[config.mk]
export PLATFORM = sky130hd
export DESIGN_NAME = lsu_wb
export DESIGN_NICKNAME = d
export VERILOG_FILES = /design/src/rtl/lsu_wb.sv
export SDC_FILE = /design/constraint.sdc
export NUM_CORES = 1
export LEC_CHECK = 0
export BUFFER_PORTS_ARGS = -buffer_cell sky130_fd_sc_hd__buf_2
export CORE_UTILIZATION = 35
export CTS_CLUSTER_DIAMETER = 40
export DETAILED_ROUTE_END_ITERATION = 10
export PLACE_DENSITY = 0.65
export SLEW_MARGIN = 20
export SYNTH_ARGS = -nofsm -noshare
export SYNTH_HDL_FRONTEND = slang
export SYNTH_SLANG_ARGS = --single-unit
export TNS_END_PERCENT = 5
[constraint.sdc]
create_clock -name clk -period 2 [get_ports clk]
set_input_delay 0.2 -clock clk [delete_from_list [all_inputs] [get_ports clk]]
set_output_delay 0.2 -clock clk [all_outputs]
set_load 0.01 [all_outputs]
[src/rtl/lsu_wb.sv]
`default_nettype none
// ============================================================================
// Module  : lsu_wb
// Brief   : LSU writeback stage - load data extraction/extension, registered
//           register-file write, stall while a load response is outstanding.
// Revision: 1.0
// ============================================================================
module lsu_wb #(
  parameter int DATA_W     = 32,
  parameter int WAIT_LIMIT = 15
) (
  input  logic              clk,
  input  logic              rst,
  input  logic              is_load_in,
  input  logic              zero_ext_in,
  input  logic              is_nop_in,
  input  logic [1:0]        size_in,
  input  logic [4:0]        rd_in,
  input  logic [1:0]        addr_lo_in,
  input  logic              mem_rvalid,
  input  logic [DATA_W-1:0] mem_rdata,
  output logic              rf_we,
  output logic [4:0]        rf_waddr,
  output logic [DATA_W-1:0] rf_wdata,
  output logic              stall_out,
  output logic              misalign_err,
  output logic              timeout_err
);

  localparam int CNT_W = $clog2(WAIT_LIMIT + 1);

  typedef enum logic [0:0] {
    S_IDLE = 1'b0,
    S_WAIT = 1'b1
  } state_t;

  state_t             state_q, state_d;
  logic [CNT_W-1:0]   cnt_q, cnt_d;
  logic [1:0]         size_q, size_d;
  logic [1:0]         lane_q, lane_d;
  logic               zext_q, zext_d;
  logic [4:0]         rd_q, rd_d;
  logic               rf_we_q, rf_we_d;
  logic [4:0]         rf_waddr_q, rf_waddr_d;
  logic [DATA_W-1:0]  rf_wdata_q, rf_wdata_d;
  logic               mis_q, mis_d;
  logic               to_q, to_d;

  logic               accept;
  logic               misaligned;
  logic               capture;
  logic [1:0]         sel_size;
  logic [1:0]         sel_lane;
  logic               sel_zext;
  logic [4:0]         sel_rd;
  logic [DATA_W-1:0]  ext_data;

  function automatic logic [DATA_W-1:0] extend(
    input logic [DATA_W-1:0] word,
    input logic [1:0]        size,
    input logic [1:0]        lane,
    input logic              zext
  );
    logic [7:0]  b;
    logic [15:0] h;
    logic [DATA_W-1:0] res;
    b = word[{lane, 3'b000} +: 8];
    h = word[{lane[1], 4'b0000} +: 16];
    case (size)
      2'b00:   res = {{(DATA_W-8){~zext & b[7]}}, b};
      2'b01:   res = {{(DATA_W-16){~zext & h[15]}}, h};
      default: res = word;
    endcase
    return res;
  endfunction

  assign accept = (state_q == S_IDLE) && is_load_in && !is_nop_in;

  always_comb begin
    misaligned = 1'b0;
    case (size_in)
      2'b00:   misaligned = 1'b0;
      2'b01:   misaligned = addr_lo_in[0];
      default: misaligned = (addr_lo_in != 2'b00);
    endcase
  end

  // In WAIT the EX/WB inputs may already belong to the next op; use the latched copy.
  assign sel_size = (state_q == S_WAIT) ? size_q : size_in;
  assign sel_lane = (state_q == S_WAIT) ? lane_q : addr_lo_in;
  assign sel_zext = (state_q == S_WAIT) ? zext_q : zero_ext_in;
  assign sel_rd   = (state_q == S_WAIT) ? rd_q   : rd_in;
  assign ext_data = extend(mem_rdata, sel_size, sel_lane, sel_zext);

  assign capture   = mem_rvalid && ((accept && !misaligned) || (state_q == S_WAIT));
  assign stall_out = (state_q == S_WAIT) || (accept && !misaligned && !mem_rvalid);

  always_comb begin
    state_d    = state_q;
    cnt_d      = cnt_q;
    size_d     = size_q;
    lane_d     = lane_q;
    zext_d     = zext_q;
    rd_d       = rd_q;
    rf_we_d    = 1'b0;
    rf_waddr_d = rf_waddr_q;
    rf_wdata_d = rf_wdata_q;
    mis_d      = 1'b0;
    to_d       = 1'b0;

    if (capture && (sel_rd != 5'd0)) begin
      rf_we_d    = 1'b1;
      rf_waddr_d = sel_rd;
      rf_wdata_d = ext_data;
    end

    case (state_q)
      S_IDLE: begin
        if (accept) begin
          size_d = size_in;
          lane_d = addr_lo_in;
          zext_d = zero_ext_in;
          rd_d   = rd_in;
          if (misaligned) begin
            mis_d = 1'b1;
          end else if (!mem_rvalid) begin
            state_d = S_WAIT;
            cnt_d   = CNT_W'(1);
          end
        end
      end
      S_WAIT: begin
        if (mem_rvalid) begin
          state_d = S_IDLE;
          cnt_d   = '0;
        end else if (cnt_q == CNT_W'(WAIT_LIMIT)) begin
          state_d = S_IDLE;
          cnt_d   = '0;
          to_d    = 1'b1;
        end else begin
          cnt_d = cnt_q + CNT_W'(1);
        end
      end
      default: begin
        state_d = S_IDLE;
        cnt_d   = '0;
      end
    endcase
  end

  always_ff @(posedge clk) begin
    if (rst) begin
      state_q    <= S_IDLE;
      cnt_q      <= '0;
      size_q     <= 2'b00;
      lane_q     <= 2'b00;
      zext_q     <= 1'b0;
      rd_q       <= 5'd0;
      rf_we_q    <= 1'b0;
      rf_waddr_q <= 5'd0;
      rf_wdata_q <= '0;
      mis_q      <= 1'b0;
      to_q       <= 1'b0;
    end else begin
      state_q    <= state_d;
      cnt_q      <= cnt_d;
      size_q     <= size_d;
      lane_q     <= lane_d;
      zext_q     <= zext_d;
      rd_q       <= rd_d;
      rf_we_q    <= rf_we_d;
      rf_waddr_q <= rf_waddr_d;
      rf_wdata_q <= rf_wdata_d;
      mis_q      <= mis_d;
      to_q       <= to_d;
    end
  end

  assign rf_we        = rf_we_q;
  assign rf_waddr     = rf_waddr_q;
  assign rf_wdata     = rf_wdata_q;
  assign misalign_err = mis_q;
  assign timeout_err  = to_q;

endmodule
`default_nettype wire

### Word-level counts from Yosys, hierarchy flattened

Index checks and enable logic that the tools add are counted.

| operators by class | value |
|---|---|
| add/sub/neg operators | 1 |
| bitwise operators | 5 |
| equality and inequality tests | 6 |
| reductions and logical operators | 19 |
| mux-type cells | 21 |
| shift operators | 2 |

Operator list:

| cell | count |
|---|---|
| 32-bit case mux with 2 select lines | 1 |
| 32-bit by 6-bit indexed part select with 16-bit output | 1 |
| 32-bit by 6-bit indexed part select with 8-bit output | 1 |
| 4-bit two-way mux | 5 |
| 1-bit two-way mux | 9 |
| 4-bit case mux with 2 select lines | 1 |
| 1-bit logical AND | 6 |
| 2-bit != test (second input constant) | 3 |
| 3-bit OR reduction | 2 |
| 5-bit two-way mux | 1 |
| 5-bit nonzero test | 1 |
| 4-bit by 1-bit adder with 4-bit output (second input constant) | 1 |
| 2-bit by 1-bit == test with 1-bit output (second input constant) | 2 |
| 4-bit == test (second input constant) | 1 |
| 2-bit logical NOT | 2 |
| 2-bit two-way mux | 2 |
| 1-bit case mux with 2 select lines | 2 |
| 1-bit logical NOT | 3 |
| 1-bit NOT | 3 |
| 3-bit AND reduction | 1 |
| 1-bit AND | 2 |
| 1-bit logical OR | 2 |
| 2-bit AND reduction | 1 |
| 2-bit nonzero test | 1 |

| storage, ports and cells | value |
|---|---|
| flip-flop bits (word level) | 55 |
| logic and storage cells | 65 |
| input port bits | 47 |

### Logic depth before layout (Yosys ltp)

| logic depth | value |
|---|---|
| word-level depth | 8 |
| gate-level depth with buffers | 8 |
| gate-level depth less buffers | 5 |

### Worst setup path after synthesis

OpenSTA, ideal clock, no wires.

| timing | value |
|---|---|
| path kind | register to register |
| start | reg state_q |
| end | reg rf_wdata_q[10] (netlist: rf_wdata[10]) |
| period minus slack after synthesis | 1.867 ns |
| data arrival time | 1.735 ns |
| setup time | 0.132 ns |
| required time | 1.868 ns |
| stages on the path, launching flop included | 7 |
| slack | 0.133 ns |
| path buffers | 1 |
| path through | dfxtp_1 buf_6 mux2i_4 mux4_2 a31o_2 o221ai_1 a21oi_1 |

| between the ends | value |
|---|---|
| word-level cells in the longest chain between the ends | 7 |
| elaborated cells on any way between the ends | 19 |

RTL lines:

| what | RTL line | text |
|---|---|---|
| start, declared | 37 | `state_t state_q, state_d;` |
| start signal, assigned | 165 | `state_q <= state_d;` |
| branches (longest 7 deep; another with 32-bit by 6-bit indexed part select with 8-bit output) | - |  |
| end signal, assigned | 173 | `rf_wdata_q <= rf_wdata_d;` |
| end, declared | 45 | `logic [DATA_W-1:0] rf_wdata_q, rf_wdata_d;` |

Several ways; the timed one is not identified.
A chain may end at the register's enable or synchronous reset.

### Final worst setup path

| timing | value |
|---|---|
| start | reg state_q |
| end | out stall_out |

| between the ends | value |
|---|---|
| word-level cells in the longest chain between the ends | 6 |

RTL lines:

| what | RTL line | text |
|---|---|---|
| 1-bit NOT (no line) | - |  |
| 1-bit logical AND (2 in series) | 77 | `assign accept = (state_q == S_IDLE) && is_load_in && !is_nop_in;` |
| 1-bit logical AND (2 in series) | 96 | `assign stall_out = (state_q == S_WAIT) \|\| (accept && !misaligned && !mem_rvalid);` |
| 1-bit logical OR * | 96 |  |
| end, declared | 25 | `output logic stall_out,` |

Every way passes the cells marked *; elsewhere a longest branch is shown, timed or not.

==> flow_summary.toml <==
[outcome]
outcome = "completed"

[timing]
tightest_slew_ns = 0.4699
maxSlewViolCount = 0
skew_ns = 0.01437
fin_crit_sh_pct = 97.39
hold_viol = 0
rsz0062_at_grt = "true"
setup_viol = 0
fin_crit_ns = 1.948
relSlewSlack_pct = 68.67
hold_ws_ns = 0.1335
max_freq_mhz = 513.4

[power_and_ir_drop]
p_int_mw = 1.598
clock_power_share_pct = 28.6
seq_power_share_pct = 51.4
power_frac_comb_pct = 20.0
leakage_nw = 1.437
power.total_mw = 2.299
switchingPower_mw = 0.7010
swShare_pct = 30.49
peakVddDrop_mv = 0.2728
p_per_area_nw_per_um2 = 668.9

[logic_synthesis]
async_reset_ff_share_pct = 0
yosysUniqueCellTypes = 46
synth_edf_count = 0
ys_ff_latch = 55
yosysSeqAreaShare_pct = 40.15
syn_avg_cell_area_sq_um = 8.625
synth_ff_type = "dfxtp_1"
syn_area_sq_um = 2743
syn_nets = 366
yosys_warnings = 0
syn_inst = 318

[route]
vias = 2743
viasPerCell = 5.421
wirelength_mm = 7.834
drt_pass1_iterations = 5
drc = 0
wl_per_cell_um = 15.48
drtIter0Drc = 121
drt.antenna.violating_nets = 0

[global_route]
grt_max_degree = 35
antenna_found_initial = 0
grt_pass1_vias = 2539
grt_pass1_wl_mm = 12.79
grt_use_total_pct = 19.34
gr-total-overflow = 0

[critical_path]
worstSetupPathType = "flip-flop to output port"
end_kind = "output port"
crit_fanout = 26
path_buf_inv = 4
crit_chain = "buf_8 > nor3b_4 > buf_6 > o211a_1 > nor2_1 > inv_1 > buf_2"
cp_slowest_stage_delay_ns = 0.37
critPathLaunch = "state_q$_SDFF_PP0_"
required_ns = 1.80
critical-path-top-delay-family = "buffers and inverters"
crit_path_top_delay_cell = "dfxtp_2"
worstReg2RegStart = "state_q$_SDFF_PP0_"
crit_path_start_kind = "flip-flop"
arrival_ns = 1.75

[hold_path]
hp-class = "input port to flip-flop"
hold_start = "zero_ext_in"

[floorplan]
core_area_sq_um = 7408
io_pins = 88
die_area_sq_um = 8194
initial_core_util_pct = 37.02
fp.dieW_um = 90.52
rows = 31
fp.dieH_um = 90.52

[run]
cap_violations = 0

[cts]
cts_tree = "built"
numCtsBuffers = 5
htree_levels = 2
cts_sinks = 55
root_buffer = "clkbuf_8"
insertion_delay_ns = 0.32
hold_buffers = 0
cts.path.max_buffers = 2
path_clk_slew_ns = 0.10

[cells_and_area]
multi_input_area_sq_um = 1488
fin_nets = 454
final_cell_mix = "buf_2 (87), dfxtp_1 (54), nor2_1 (44)"
syn2layout_area_growth_pct = 25.32
antenna_cells = 0
final_common_cell = "buf_2"
seqCellArea_sq_um = 1102
drive_gt1_share_pct = 33.17
fill_cells = 750

[placement]
routabilityCongestion = 0.8681
dpl.hpwl_mm = 5.827
portBuffers = 87
==> layer usage <==
metal / vias to the layer above / track usage, % / wire [um]
li1: 1331 / - / -
met1: 1283 / 28.22 / 3666
met2: 116 / 28.66 / 3532
met3: 13 / 2.525 / 479
met4: 0 / 7.392 / 155
met5: - / 0 / 0
==> what timing repair did <==
action,CTS,global route
pin swaps,0,1
resized for setup,5,1
setup buffers,0,1
setup endpoints to repair,1,4
gates cloned,0,0
==> sequential cells by signal, summed over array words and instances (netlist names) <==
name,flops
zext_q,1
rf_waddr,5
size_q,2
lane_q,2
state_q,1
timeout_err,1
rf_we,1
cnt_q,4
rd_q,5
misalign_err,1
rf_wdata,32
==> cells in the mapped netlist, drive strengths merged, types with 2 or more instances <==
master | n | area [sq um]
nor3b | 4 | 40.03
o211ai | 4 | 30.03
dfxtp | 55 | 1101
mux2 | 3 | 33.78
a21oi | 39 | 195.2
nand2b | 3 | 18.77
nand3 | 3 | 15.01
o21ai | 3 | 18.76
inv | 10 | 37.54
nor3 | 9 | 45.04
o22ai | 7 | 43.79
nor2b | 2 | 12.51
a31oi | 2 | 12.51
nand2 | 34 | 127.6
o221ai | 9 | 78.83
o211a | 2 | 27.53
nor4 | 2 | 12.51
a311oi | 2 | 17.52
clkbuf | 8 | 30.03
buf | 14 | 98.83
a22oi | 2 | 20.02
a211oi | 27 | 252.7
nor2 | 44 | 165.2
or4 | 2 | 15.01
a31o | 2 | 17.52
mux2i | 17 | 182.7
==> area by class of cell <==
type,count,share of cell area [%]
inverter,10,1.092
tap,99,3.604
multi-input combinational,231,43.28
sequential,55,32.07
timing repair buffer,103,17.22
clock buffer,5,2.002
clock inverter,3,0.7281
==> worst paths after layout <==
| kind | end | slack [ns] | cells after the start |
|---|---|---|---|
| worst max register to register | rf_wdata[8]$_SDFFE_PP0P_ | 0.10 | 5 |
| worst max-delay path | stall_out | 0.05 | 7 |
| worst min-delay path | zext_q$_SDFFE_PP0P_ | 0.13 | 3 |
| worst min register to register | rf_wdata[11]$_SDFFE_PP0P_ | 0.46 | 2 |
==> worst reg2reg max path, delay by kind of cell, from the launching register on <==
| family | cells | cell delay (ns) |
|---|---|---|
| mux | 2 | 0.77 |
| compound gates | 3 | 0.63 |
| flops | 1 | 0.40 |
==> metrics by stage <==
step	setup slack, ns	std cells	cell area [sq um]	util [%]	setup TNS (ns)
global placement	0.1178	497	3311	44.69	0
global route	-0.03140	506	3437	46.39	-0.07677
finish	0.05214	506	3437	46.39	0
CTS	0.03341	505	3423	46.21	0
floorplan	0.1326	318	2743	-	0
detailed placement	0.04380	497	3311	44.69	0
==> power by group through the flow <==
stage	clock network (mW)	logic, mW	registers, mW
4_1_cts	0.679	0.456	1.18
5_1_grt	0.715	0.504	1.19
3_3_place_gp	0	0.446	1.21
6_report	0.657	0.460	1.18
2_1_floorplan	0	0.253	1.22
3_5_place_dp	0	0.450	1.21
==> logic make-up (layout without fill, tap and decap cells) <==
group,count (synthesis),in the layout,share of synthesized area [%]
simple gates,107,107,17.65
compound gates,102,102,26.96
flops,55,55,40.15
buf+inv,32,121,6.067
mux,21,21,8.713
fa+ha+maj,1,1,0.4561
Power figures use the tool's default switching activity.
